**src/rtl/vga_sync_core.sv**
```systemverilog
// vga_sync_core
// VGA timing generator (640x480@60 Hz by default). Free-running horizontal and
// vertical pixel counters are decoded into sync pulses, a display-enable and the
// pixel coordinates for a downstream pattern/framebuffer block.
//
// Ports
//   vga_clk_in  in   1   pixel clock, all logic on the rising edge
//   reset_in    in   1   asynchronous, active-high reset
//   blank_n     out  1   1 = inside the visible area, 0 = blanking
//   h_sync_out  out  1   horizontal sync, active level = SYNC_POL
//   v_sync_out  out  1   vertical sync, active level = SYNC_POL
//   pixel_x     out  10  horizontal count of the decoded pixel
//   pixel_y     out  10  vertical count of the decoded pixel
//
// All outputs are flops holding the decode of the pre-edge counter values, so
// they lag the counters by one clock and pixel_x/pixel_y always describe the
// same pixel that blank_n and the syncs describe.
module vga_sync_core #(
    parameter int   H_ACTIVE = 640,
    parameter int   H_FP     = 16,
    parameter int   H_SYNC   = 96,
    parameter int   H_BP     = 48,
    parameter int   V_ACTIVE = 480,
    parameter int   V_FP     = 10,
    parameter int   V_SYNC   = 2,
    parameter int   V_BP     = 33,
    parameter logic SYNC_POL = 1'b0
) (
    input  logic       vga_clk_in,
    input  logic       reset_in,
    output logic       blank_n,
    output logic       h_sync_out,
    output logic       v_sync_out,
    output logic [9:0] pixel_x,
    output logic [9:0] pixel_y
);

    localparam int H_T = H_ACTIVE + H_FP + H_SYNC + H_BP;
    localparam int V_T = V_ACTIVE + V_FP + V_SYNC + V_BP;

    // Segment boundaries as 10-bit constants; the counters are 10 bits wide,
    // which covers totals up to 1024.
    localparam logic [9:0] H_ACT_END   = 10'(H_ACTIVE);
    localparam logic [9:0] H_SYNC_BEG  = 10'(H_ACTIVE + H_FP);
    localparam logic [9:0] H_SYNC_LAST = 10'(H_ACTIVE + H_FP + H_SYNC - 1);
    localparam logic [9:0] H_LAST      = 10'(H_T - 1);
    localparam logic [9:0] V_ACT_END   = 10'(V_ACTIVE);
    localparam logic [9:0] V_SYNC_BEG  = 10'(V_ACTIVE + V_FP);
    localparam logic [9:0] V_SYNC_LAST = 10'(V_ACTIVE + V_FP + V_SYNC - 1);
    localparam logic [9:0] V_LAST      = 10'(V_T - 1);

    logic [9:0] h_cnt;
    logic [9:0] v_cnt;
    logic       h_wrap;
    logic       v_wrap;
    logic       vis_d;
    logic       h_sync_act_d;
    logic       v_sync_act_d;

    assign h_wrap = (h_cnt == H_LAST);
    assign v_wrap = (v_cnt == V_LAST);

    always_ff @(posedge vga_clk_in or posedge reset_in) begin
        if (reset_in) begin
            h_cnt <= '0;
            v_cnt <= '0;
        end else begin
            if (h_wrap) begin
                h_cnt <= '0;
                // Vertical only advances on the edge that ends a line.
                v_cnt <= v_wrap ? '0 : v_cnt + 10'd1;
            end else begin
                h_cnt <= h_cnt + 10'd1;
            end
        end
    end

    always_comb begin
        vis_d        = (h_cnt < H_ACT_END) && (v_cnt < V_ACT_END);
        h_sync_act_d = (h_cnt >= H_SYNC_BEG) && (h_cnt <= H_SYNC_LAST);
        v_sync_act_d = (v_cnt >= V_SYNC_BEG) && (v_cnt <= V_SYNC_LAST);
    end

    // Syncs come straight from flops so they cannot glitch.
    always_ff @(posedge vga_clk_in or posedge reset_in) begin
        if (reset_in) begin
            blank_n    <= 1'b0;
            h_sync_out <= ~SYNC_POL;
            v_sync_out <= ~SYNC_POL;
            pixel_x    <= '0;
            pixel_y    <= '0;
        end else begin
            blank_n    <= vis_d;
            h_sync_out <= h_sync_act_d ? SYNC_POL : ~SYNC_POL;
            v_sync_out <= v_sync_act_d ? SYNC_POL : ~SYNC_POL;
            pixel_x    <= h_cnt;
            pixel_y    <= v_cnt;
        end
    end

endmodule

```
**config.mk**
```make
export PLATFORM = sky130hd
export DESIGN_NAME = vga_sync_core
export DESIGN_NICKNAME = d
export VERILOG_FILES = /design/src/rtl/vga_sync_core.sv
export SDC_FILE = /design/constraint.sdc
export NUM_CORES = 1
export LEC_CHECK = 0
export CAP_MARGIN = 40
export CORE_MARGIN = 4
export CORE_UTILIZATION = 52
export CTS_CLUSTER_DIAMETER = 120
export DETAILED_ROUTE_END_ITERATION = 12
export HOLD_SLACK_MARGIN = 0.05
export PLACE_DENSITY = 0.86
export SLEW_MARGIN = 15
export SYNTH_ARGS = -nofsm -noshare
export SYNTH_HDL_FRONTEND = slang
export SYNTH_SLANG_ARGS = --single-unit
```
**constraint.sdc**
```tcl
create_clock -name vga_clk_in -period 2.17 [get_ports vga_clk_in]
set_clock_uncertainty 0.2 [all_clocks]
set_input_delay 0.651 -clock vga_clk_in [delete_from_list [all_inputs] [get_ports vga_clk_in]]
set_output_delay 0.651 -clock vga_clk_in [all_outputs]
set_load 0.05 [all_outputs]
```
Word level (Yosys, flattened, before mapping)
Cells that the tools add are included.

storage, ports and cells
  register bits after elaboration = 43
  input port bits = 2

operators by class
  $add $sub $neg = 2
  magnitude comparators = 6
  equality and inequality tests = 2
  muxes and demuxes = 4
  reductions and logical operators = 3

operator list
  operator               count
  $add 10x1->10 const B  2
  $eq 10x10->1 const B   2
  $mux 10                2
  $ge 10x10->1 const B   1
  $ge 10x9->1 const B    1
  $le 10x10->1 const B   1
  $le 10x9->1 const B    1
  $lt 10x10->1 const B   1
  $lt 10x9->1 const B    1
  $logic_and 1x1->1      3
  $mux 1                 2

Logic depth before layout (Yosys ltp)
Gate-level depths: netlist (run 1).

  depth after elaboration = 3
  gate-level depth with buffers = 6

Worst setup path after synthesis (run 1)
No wires, ideal clock.

  kind = register to register
  from = register h_cnt[0]
  to = register v_cnt[4]
  library setup time = 0.125 ns
  data arrival time = 1.490 ns
  data required time = 1.845 ns
  path slack = 0.355 ns
  cell stages (with the launch flop) = 7
  path buffers = 1
  path through = dfrtp_1 -> ha_1 -> and4_2 -> and3_4 -> buf_8 -> nand3_4 -> mux2_4

on the way
  longest elaborated chain between the ends = 1

RTL lines
  item                    line  source
  start, declared         52    logic [9:0] h_cnt;
  start signal, assigned  73    h_cnt <= h_cnt + 10'd1;
  $eq 10x10->1            60    assign h_wrap = (h_cnt == H_LAST);
  end signal, assigned    71    v_cnt <= v_wrap ? '0 : v_cnt + 10'd1;
  end, declared           53    logic [9:0] v_cnt;

No other way between the ends.
A chain may end at the register's enable or synchronous reset.

Worst setup path in the final report (run 1)
  from = register v_cnt[1]
  to = register v_cnt[9]

on the way
  longest elaborated chain between the ends = 2
  elaborated cells between the ends (all ways) = 3
  classes of those cells = add/sub: 1; eq/ne: 1; mux: 1

RTL lines
  item                                                  line
  $add 10x1->10 / $eq 10x10->1 (equally long branches)  71, 61
  $mux 10 *                                             71

Every way passes the cells marked *; elsewhere a longest branch is shown, timed or not.

==> results of run 1 <==
-- logic make-up after synthesis --
logic type	Yosys count	synth area share (%)
multiplexers	1	0.8919
AO/OA/AOI/OAI	10	3.792
XOR/XNOR	12	6.245
buffers and inverters	8	2.974
AND/OR/NAND/NOR	52	19.03
flip-flops	43	64.09
adder cells (fa/ha/maj)	4	2.974
-- placed cells by master (no fill, tap or decap), drive strengths merged --
master and n:
a31oi 1, nor2 11, mux2 1, a22o 2
dfrtp 41, and2 2, inv 5, clkbuf 6
and3 6, xnor2 6, nor3b 1, nor4b 2
and3b 1, clkinvlp 1, nand2b 1, o31ai 1
clkdlybuf4s50 1, nor4bb 1, nand3 8, clkinv 1
and4 1, nand4 6, buf 25, o21ai 5
xor2 6, dfstp 2, nor3 6, nand2 6
a21o 1, ha 4
-- layer usage --
metal	share of wire [%]	GRT usage (%)	vias up	wire [µm]
li1	-	-	504	-
met2	51	26.44	31	1548
met1	41	20.30	536	1226
met4	3.1	11.35	0	93
met5	0	0	-	0
met3	4.9	3.813	9	147
-- power groups by stage --
stage / clock network [mW] / logic [mW] / registers (mW)
floorplan: 0 / 0.0117 / 0.817
global placement: 0 / 0.0210 / 0.816
detailed placement: 0 / 0.0220 / 0.816
CTS: 0.383 / 0.0220 / 0.801
global route: 0.423 / 0.0247 / 0.802
finish: 0.371 / 0.0208 / 0.801
-- area by class of cell --
type | instances | area share (%)
Multi-Input combinational cell | 79 | 28.00
Clock inverter | 2 | 0.6250
Timing Repair Buffer | 26 | 11.75
Tap cell | 44 | 2.750
Clock buffer | 6 | 2.063
Sequential cell | 43 | 53.87
Inverter | 5 | 0.9375
-- worst register-to-register path, cell delays in order, from the launching register on --
cell and delay [ps]:
dfrtp_1 490, inv_1 130, ha_1 140, nor4bb_2 250
and3_1 290, o21ai_0 120, a22o_1 250
-- worst max path at each step --
stage / endpoint / slack [ps]
floorplan: blank_n / 320
global placement: v_cnt[4] / 340
detailed placement: v_cnt[9] / 190
CTS: v_cnt[9] / 180
global route: v_cnt[9] / 80
finish: v_cnt[9] / 200
-- registers in the layout, indices dropped and copies added (netlist names) --
signal      flops
pixel_x        10
v_cnt          10
h_sync_out      1
v_sync_out      1
h_cnt          10
pixel_y        10
blank_n         1
-- metrics by stage --
stage	cell area, µm²	hold slack (ps)	power, mW
after global placement	1942	226.2	0.8375
after detailed placement	1942	234.8	0.8385
after global routing	2002	285.0	1.249
final	2002	258.6	1.193
after floorplan	1683	152.9	0.8283
after CTS	1996	262.2	1.206
-- timing repair --
action | CTS | global route
hold endpoints to repair | 0 | 0
resized for setup | 0 | 1
endpoints found under the setup margin | 0 | 1
hold buffers | 0 | 0
==> results.cfg, run 1 <==
[synth]
synth.most_common_cell = dfrtp_1
netlist_area_um2 = 1683
ys.flop_type = dfrtp_1
yosysTopAreaCell = dfrtp_1
synth.distinct_cells = 33
synthArstFlopShare_pct = 100.0
synth.top_cell.area_share_pct = 60.97
synthesis.yosys.warnings = 0
ys_seq_area_share_pct = 64.09
synth_commonest_cells = 41 x dfrtp_1, 11 x nor2_1, 7 x nand3_1
synthCells = 130
ys_ff_latch = 43
synth_nets = 136
synth_enable_flop_cells = 0
syn_avg_cell_area_um2 = 12.95
synth_area_leaders = dfrtp_1 61%, dfstp_2 3.1%, xnor2_1 3.1%

[sta]
max_freq_mhz = 507.1
hold_violations = 0
min_period_ps = 1972
worstMarginPinSlew_ps = 386.1
fin_crit_sh_pct = 90.87
fin_ws_ps = 198.1
setup_viol = 0
rsz0062_at_grt = no
max-slew-margin-rel_pct = 73.90
drv_slew = 0
tns_ps = 0

[layout]
multi_input_area_um2 = 560.5
drive_gt1_share_pct = 26.09
syn2layout_area_growth_pct = 18.96
utilization_pct = 65.04
nets = 166
seqCellArea_um2 = 1079
fillers = 248
insertedDiodeCount = 0
instances_no_fill = 205

[detailed_routing]
antenna_left = 0
totalWireLength_um = 3016
vias_per_cell = 5.268
drt_iter0_drc = 63
route.detailed.drc = 0
via_count = 1080
drt-wirelength-per-cell_um = 14.71
drtPass1Iterations = 4

[cts]
clock_latency_ps = 350
cts_tree = done
cts_sinks = 43
cts_setup_buffers = 0
root_buffer = clkbuf_4
numCtsBuffers = 5
htree_levels = 2
clockBufferDepth = 2
cts.clk_slew.worst_paths_ps = 120

[critical_path]
cp.arrival_ps = 2020
crit_family = simple AND/OR/NAND/NOR gates
startpoint = v_cnt[1]
critPathCaptureType = flop
path_cells = inv_1 > ha_1 > nor4bb_2 > and3_1 > o21ai_0 > a22o_1
critPathSlowestCell = dfrtp_1
r2r_slack_ps = 200
critical_path_depth = 6
reg2reg_depth = 6
crit-reg2reg-capture = v_cnt[9]
startpoint_type = flop
path_buf_inv = 1
crit_fanout = 8
crit_path_max_incr_delay_ps = 490
crit_required_ps = 2210
r2r_start = v_cnt[1]
critPathKind = reg -> reg

[die]
fp-row-count = 20
core_um2 = 3078
ios = 25
chipHeight_um = 64.89
dieArea_um2 = 4211
die_w_um = 64.89
start_util_pct = 54.67

[pwr]
worst_ir_drop_vdd_v = 0.0003194
cellPowerDensity_nw_per_um2 = 596.0
sw_frac_of_total_pct = 21.91
pwr-share-comb_pct = 1.7
p_sw_uw = 261.5
p_leak_nw = 0.9604
clock_power_share_pct = 31.1
pwr-share-seq_pct = 67.1
internal_power_uw = 931.7

[global_route]
grt-ovfl-total = 0
grt_usage_pct = 16.73
antenna_found_initial = 0
grt_pass1_wl_um = 5126
grt_start_max_net_pins = 44
grt_pass1_vias = 1087

[run_status]
status = finished clean

[min_path]
min_from = h_cnt[1]
holdPathEnd = pixel_x[1]
whs_path_depth = 0
hp-class = reg -> reg

[placement]
hpwl_um = 2112
globalplace.congestion = 0.9094
port_buffers = 24
dp_slack_ps = 192.5
placed_cells = 197

[flow_run]
maxCapViolCount = 0
No activity file was read; power rests on OpenSTA's default activity.
==> inputs of run 2 (changes only) <==
--- a/config.mk
+++ b/config.mk
@@ -11,7 +11,7 @@
 export CTS_CLUSTER_DIAMETER = 120
 export DETAILED_ROUTE_END_ITERATION = 12
 export HOLD_SLACK_MARGIN = 0.05
-export PLACE_DENSITY = 0.86
+export PLACE_DENSITY_LB_ADDON = 0.2
 export SLEW_MARGIN = 15
 export SYNTH_ARGS = -nofsm -noshare
 export SYNTH_HDL_FRONTEND = slang
==> results.cfg, run 2 (synthesis gave the netlist of run 1 again) <==
[run_status]
status = finished clean

[sta]
setup_viol = 0
rsz0062_at_grt = no
drv_slew = 0
finalHoldWorstSlack_ps = 274.1
fin_ws_ps = 273.4
tns_ps = 0
max-slew-margin-rel_pct = 76.78
worstMarginPinSlew_ps = 343.6
max_freq_mhz = 527.3
hold_violations = 0
min_period_ps = 1897
fin_crit_sh_pct = 87.40

[critical_path]
cp.arrival_ps = 1950
crit_required_ps = 2230
critPathCaptureType = flop
path_cells = ha_1 > and4_2 > nand3_1 > nor3_2 > xor2_1
critPathSlowestCell = dfrtp_1
crit_path_max_incr_delay_ps = 450
critPathKind = reg -> reg
startpoint_type = flop
crit_fanout = 8

[layout]
mostFrequentLayoutCells = 41 x dfrtp_1, 23 x buf_4, 11 x nor2_1, 7 x nand3_1
layout_commonest_cell = dfrtp_1
final_area_um2 = 2006
nets = 167
syn2layout_area_growth_pct = 19.18
drive_gt1_share_pct = 26.09
insertedDiodeCount = 0

[detailed_routing]
maxUsedRoutingLayer = met4
drt-wirelength-per-cell_um = 13.55
met2WireLength_um = 1279
totalWireLength_um = 2778
vias_per_cell = 5.141
wl_met3_um = 155
via_count = 1054
wl_met1_um = 1315
route.detailed.drc = 0
antenna_left = 0
drt_iter0_drc = 40
drtPass1Iterations = 4

[placement]
port_buffers = 24
globalplace.congestion = 0.8221
dp_slack_ps = 295.6
hpwl_um = 1861
dpl_cell_area_um2 = 1949

[global_route]
grt_pass1_wl_um = 4933
grt_pass1_vias = 1036
grt-ovfl-total = 0
grt_usage_pct = 15.31
antenna_found_initial = 0
grt_start_max_net_pins = 44

[die]
start_util_pct = 54.67
die_w_um = 64.89
chipHeight_um = 64.89
fp-row-count = 20
ios = 25
dieArea_um2 = 4211
core_um2 = 3078

[pwr]
p_total_mw = 1.196
p_leak_nw = 0.9701
cellPowerDensity_nw_per_um2 = 596.1
worst_ir_drop_vdd_v = 0.0003222

[cts]
clock_latency_ps = 330
cts_sinks = 43
ctsHoldBuffers = 0
clockBufferDepth = 2
cts_setup_buffers = 0
cts.clk_slew.worst_paths_ps = 110
cts_resized = 0
numCtsBuffers = 5
htree_levels = 2
cts_tree = done
root_buffer = clkbuf_4

[min_path]
hp-class = reg -> reg

[flow_run]
maxCapViolCount = 0
run 2: cell types whose count changed in the layout (fill, tap and decap cells not counted):
cell,previous run,this run
nor4bb_2,1,0
clkbuf_8,0,1
clkinvlp_4,1,0
buf_4,22,23
nor4bb_1,0,1
clkbuf_1,1,0
run 2: worst paths after layout:
check | from | endpoint | slack, ps | cells after the start
max | h_cnt[0] | v_cnt[7] | 270 | 5
min | h_cnt[1] | pixel_x[1] | 270 | 0
max reg2reg | h_cnt[0] | v_cnt[7] | 270 | 5
min reg2reg | h_cnt[1] | pixel_x[1] | 270 | 0
max in group asynchronous | reset_in | h_sync_out | 1050 | 3
min in group asynchronous | reset_in | pixel_y[9] | 470 | 3
run 2: metrics by stage:
stage,utilization [%],cells
finish,65.16,205
global placement,63.33,198
CTS,65.16,205
global route,65.16,205
floorplan,-,130
detailed placement,63.33,198
run 2: metal layers:
metal / GRT usage [%] / vias to the layer above
met1: 20.99 / 506
li1: - / 507
met3: 3.813 / 4
met2: 22.99 / 37
met4: 6.860 / 0
met5: 0 / -
run 2: critical path: cells and delay by family (launching register included):
| family | cells | cell delay, ps |
|---|---|---|
| and+or+nand+nor | 3 | 790 |
| adders and majority gates | 1 | 220 |
| xor gates and xnor gates | 1 | 160 |
| DFF | 1 | 450 |
run 2: area by class of cell:
cell class | count | area [µm²]
Sequential cell | 43 | 1079
Timing Repair Buffer | 27 | 242.7
Clock inverter | 1 | 5.005
Fill cell | 254 | 1072
Tap cell | 44 | 55.05
Clock buffer | 6 | 51.30
Multi-Input combinational cell | 79 | 554.3
Inverter | 5 | 18.77
run 2: power breakdown:
part           total [mW]  leakage (nW)  switching [mW]  internal (mW)
clock network       0.374        0.0341           0.224          0.150
logic              0.0202         0.371          0.0148        0.00543
registers           0.801         0.565               0          0.801
==> inputs of run 3 (changes only) <==
--- a/config.mk
+++ b/config.mk
@@ -11,7 +11,7 @@
 export CTS_CLUSTER_DIAMETER = 120
 export DETAILED_ROUTE_END_ITERATION = 12
 export HOLD_SLACK_MARGIN = 0.05
-export PLACE_DENSITY_LB_ADDON = 0.2
+export PLACE_DENSITY = 0.73
 export SLEW_MARGIN = 15
 export SYNTH_ARGS = -nofsm -noshare
 export SYNTH_HDL_FRONTEND = slang
==> results.cfg, run 3 (synthesis gave the netlist of run 1 again) <==
[critical_path]
reg2reg_depth = 5
r2r_start = h_cnt[0]
startpoint_type = flop
critPathCaptureType = flop
crit-reg2reg-capture = v_cnt[4]
crit_required_ps = 2210
critPathKind = reg -> reg
cp.arrival_ps = 1980
crit_fanout = 11
r2r_slack_ps = 230

[sta]
hold_violations = 0
fin_ws_ps = 231.7
fin_crit_sh_pct = 89.32
rsz0062_at_grt = no
drv_slew = 0
max-slew-margin-rel_pct = 73.72
tns_ps = 0
worstMarginPinSlew_ps = 388.9
setup_viol = 0
max_freq_mhz = 515.9
min_period_ps = 1938

[layout]
nets = 167
multi_input_area_um2 = 554.3
syn2layout_area_growth_pct = 18.81
drive_gt1_share_pct = 25.31
insertedDiodeCount = 0
instances_no_fill = 206
utilization_pct = 64.96
seqCellArea_um2 = 1079
fillers = 256
mostFrequentLayoutCells = 41 x dfrtp_1, 23 x buf_4, 11 x nor2_1, 7 x nand3_1
layout_commonest_cell = dfrtp_1
final_area_um2 = 1999

[global_route]
antenna_found_initial = 0
grt_pass1_vias = 1057
busiest_layer = met2
grt_usage_pct = 15.81
met1_usage_pct = 21.13
grt_start_max_net_pins = 44
grt-ovfl-total = 0
grt_pass1_wl_um = 4988
grt_use_met2_pct = 24.01
grtUsageMet3_pct = 5.199

[pwr]
internal_power_uw = 933.0
pwr-share-seq_pct = 68.0
p_sw_uw = 245.2
clock_power_share_pct = 30.3
cellPowerDensity_nw_per_um2 = 589.3
pwr-share-comb_pct = 1.7
worst_ir_drop_vdd_v = 0.0004024
sw_frac_of_total_pct = 20.81
p_leak_nw = 0.9653

[placement]
dpl_cell_area_um2 = 1949
dp_slack_ps = 233.6
hpwl_um = 1888
port_buffers = 24
placed_cells = 198
globalplace.congestion = 0.8284

[detailed_routing]
drtPass1Iterations = 4
drt-wirelength-per-cell_um = 13.15
vias_per_cell = 5.068
route.detailed.drc = 0
drt_iter0_drc = 24
totalWireLength_um = 2709
via_count = 1044
antenna_left = 0

[die]
chipHeight_um = 64.89
ios = 25
die_w_um = 64.89
core_um2 = 3078
fp-row-count = 20
start_util_pct = 54.67
dieArea_um2 = 4211

[cts]
cts_resized = 0
cts.clk_slew.worst_paths_ps = 120
cts_tree = done
cts_setup_buffers = 0
clockBufferDepth = 2
cts_sinks = 43
ctsHoldBuffers = 0
numCtsBuffers = 5
root_buffer = clkbuf_4
clock_latency_ps = 340
htree_levels = 2

[min_path]
whs_path_depth = 0
holdPathEnd = pixel_y[8]
hp-class = reg -> reg
min_from = v_cnt[8]

[flow_run]
maxCapViolCount = 0

[run_status]
status = finished clean
==> run 3: layer usage <==
metal  wire [µm]  vias to the layer above
li1            -                      513
met1        1224                      502
met2        1300                       22
met3         136                        7
met4          47                        0
met5           0                        -
==> run 3: cell type report <==
class                           instances  area share [%]
Sequential cell                        43           53.94
Clock buffer                            7           2.253
Timing Repair Buffer                   27           12.14
Multi-Input combinational cell         79           27.72
Tap cell                               44           2.753
Clock inverter                          1          0.2503
Inverter                                5          0.9387
==> run 3: power groups by stage <==
stage          clock (mW)  combinational (mW)  sequential, mW
2_1_floorplan           0              0.0117           0.817
3_3_place_gp            0              0.0212           0.816
3_5_place_dp            0              0.0222           0.816
4_1_cts             0.372              0.0221           0.801
5_1_grt             0.421              0.0248           0.802
6_report            0.357              0.0205           0.801
==> run 3: worst max-delay path by stage <==
stage	from	cells after the start	slack, ps	endpoint
4_1_cts	h_cnt[0]	5	220	v_cnt[4]
5_1_grt	h_cnt[0]	5	100	v_cnt[7]
3_3_place_gp	h_cnt[0]	5	340	v_cnt[4]
6_report	h_cnt[0]	5	230	v_cnt[4]
3_5_place_dp	h_cnt[0]	5	230	v_cnt[4]
2_1_floorplan	reset_in	1	320	blank_n
==> run 3: through the flow <==
stage | power (mW) | hold slack [ps]
2_1_floorplan | 0.8283 | 152.9
3_3_place_gp | 0.8377 | 223.0
3_5_place_dp | 0.8386 | 245.0
4_1_cts | 1.195 | 268.9
5_1_grt | 1.248 | 284.3
6_report | 1.178 | 262.3
==> run 3: critical path: stages (launching register included) <==
cell and delay [ps]:
dfrtp_1 440, ha_1 240, and4_2 270, and3_4 290, nand3_4 90, mux2_4 300
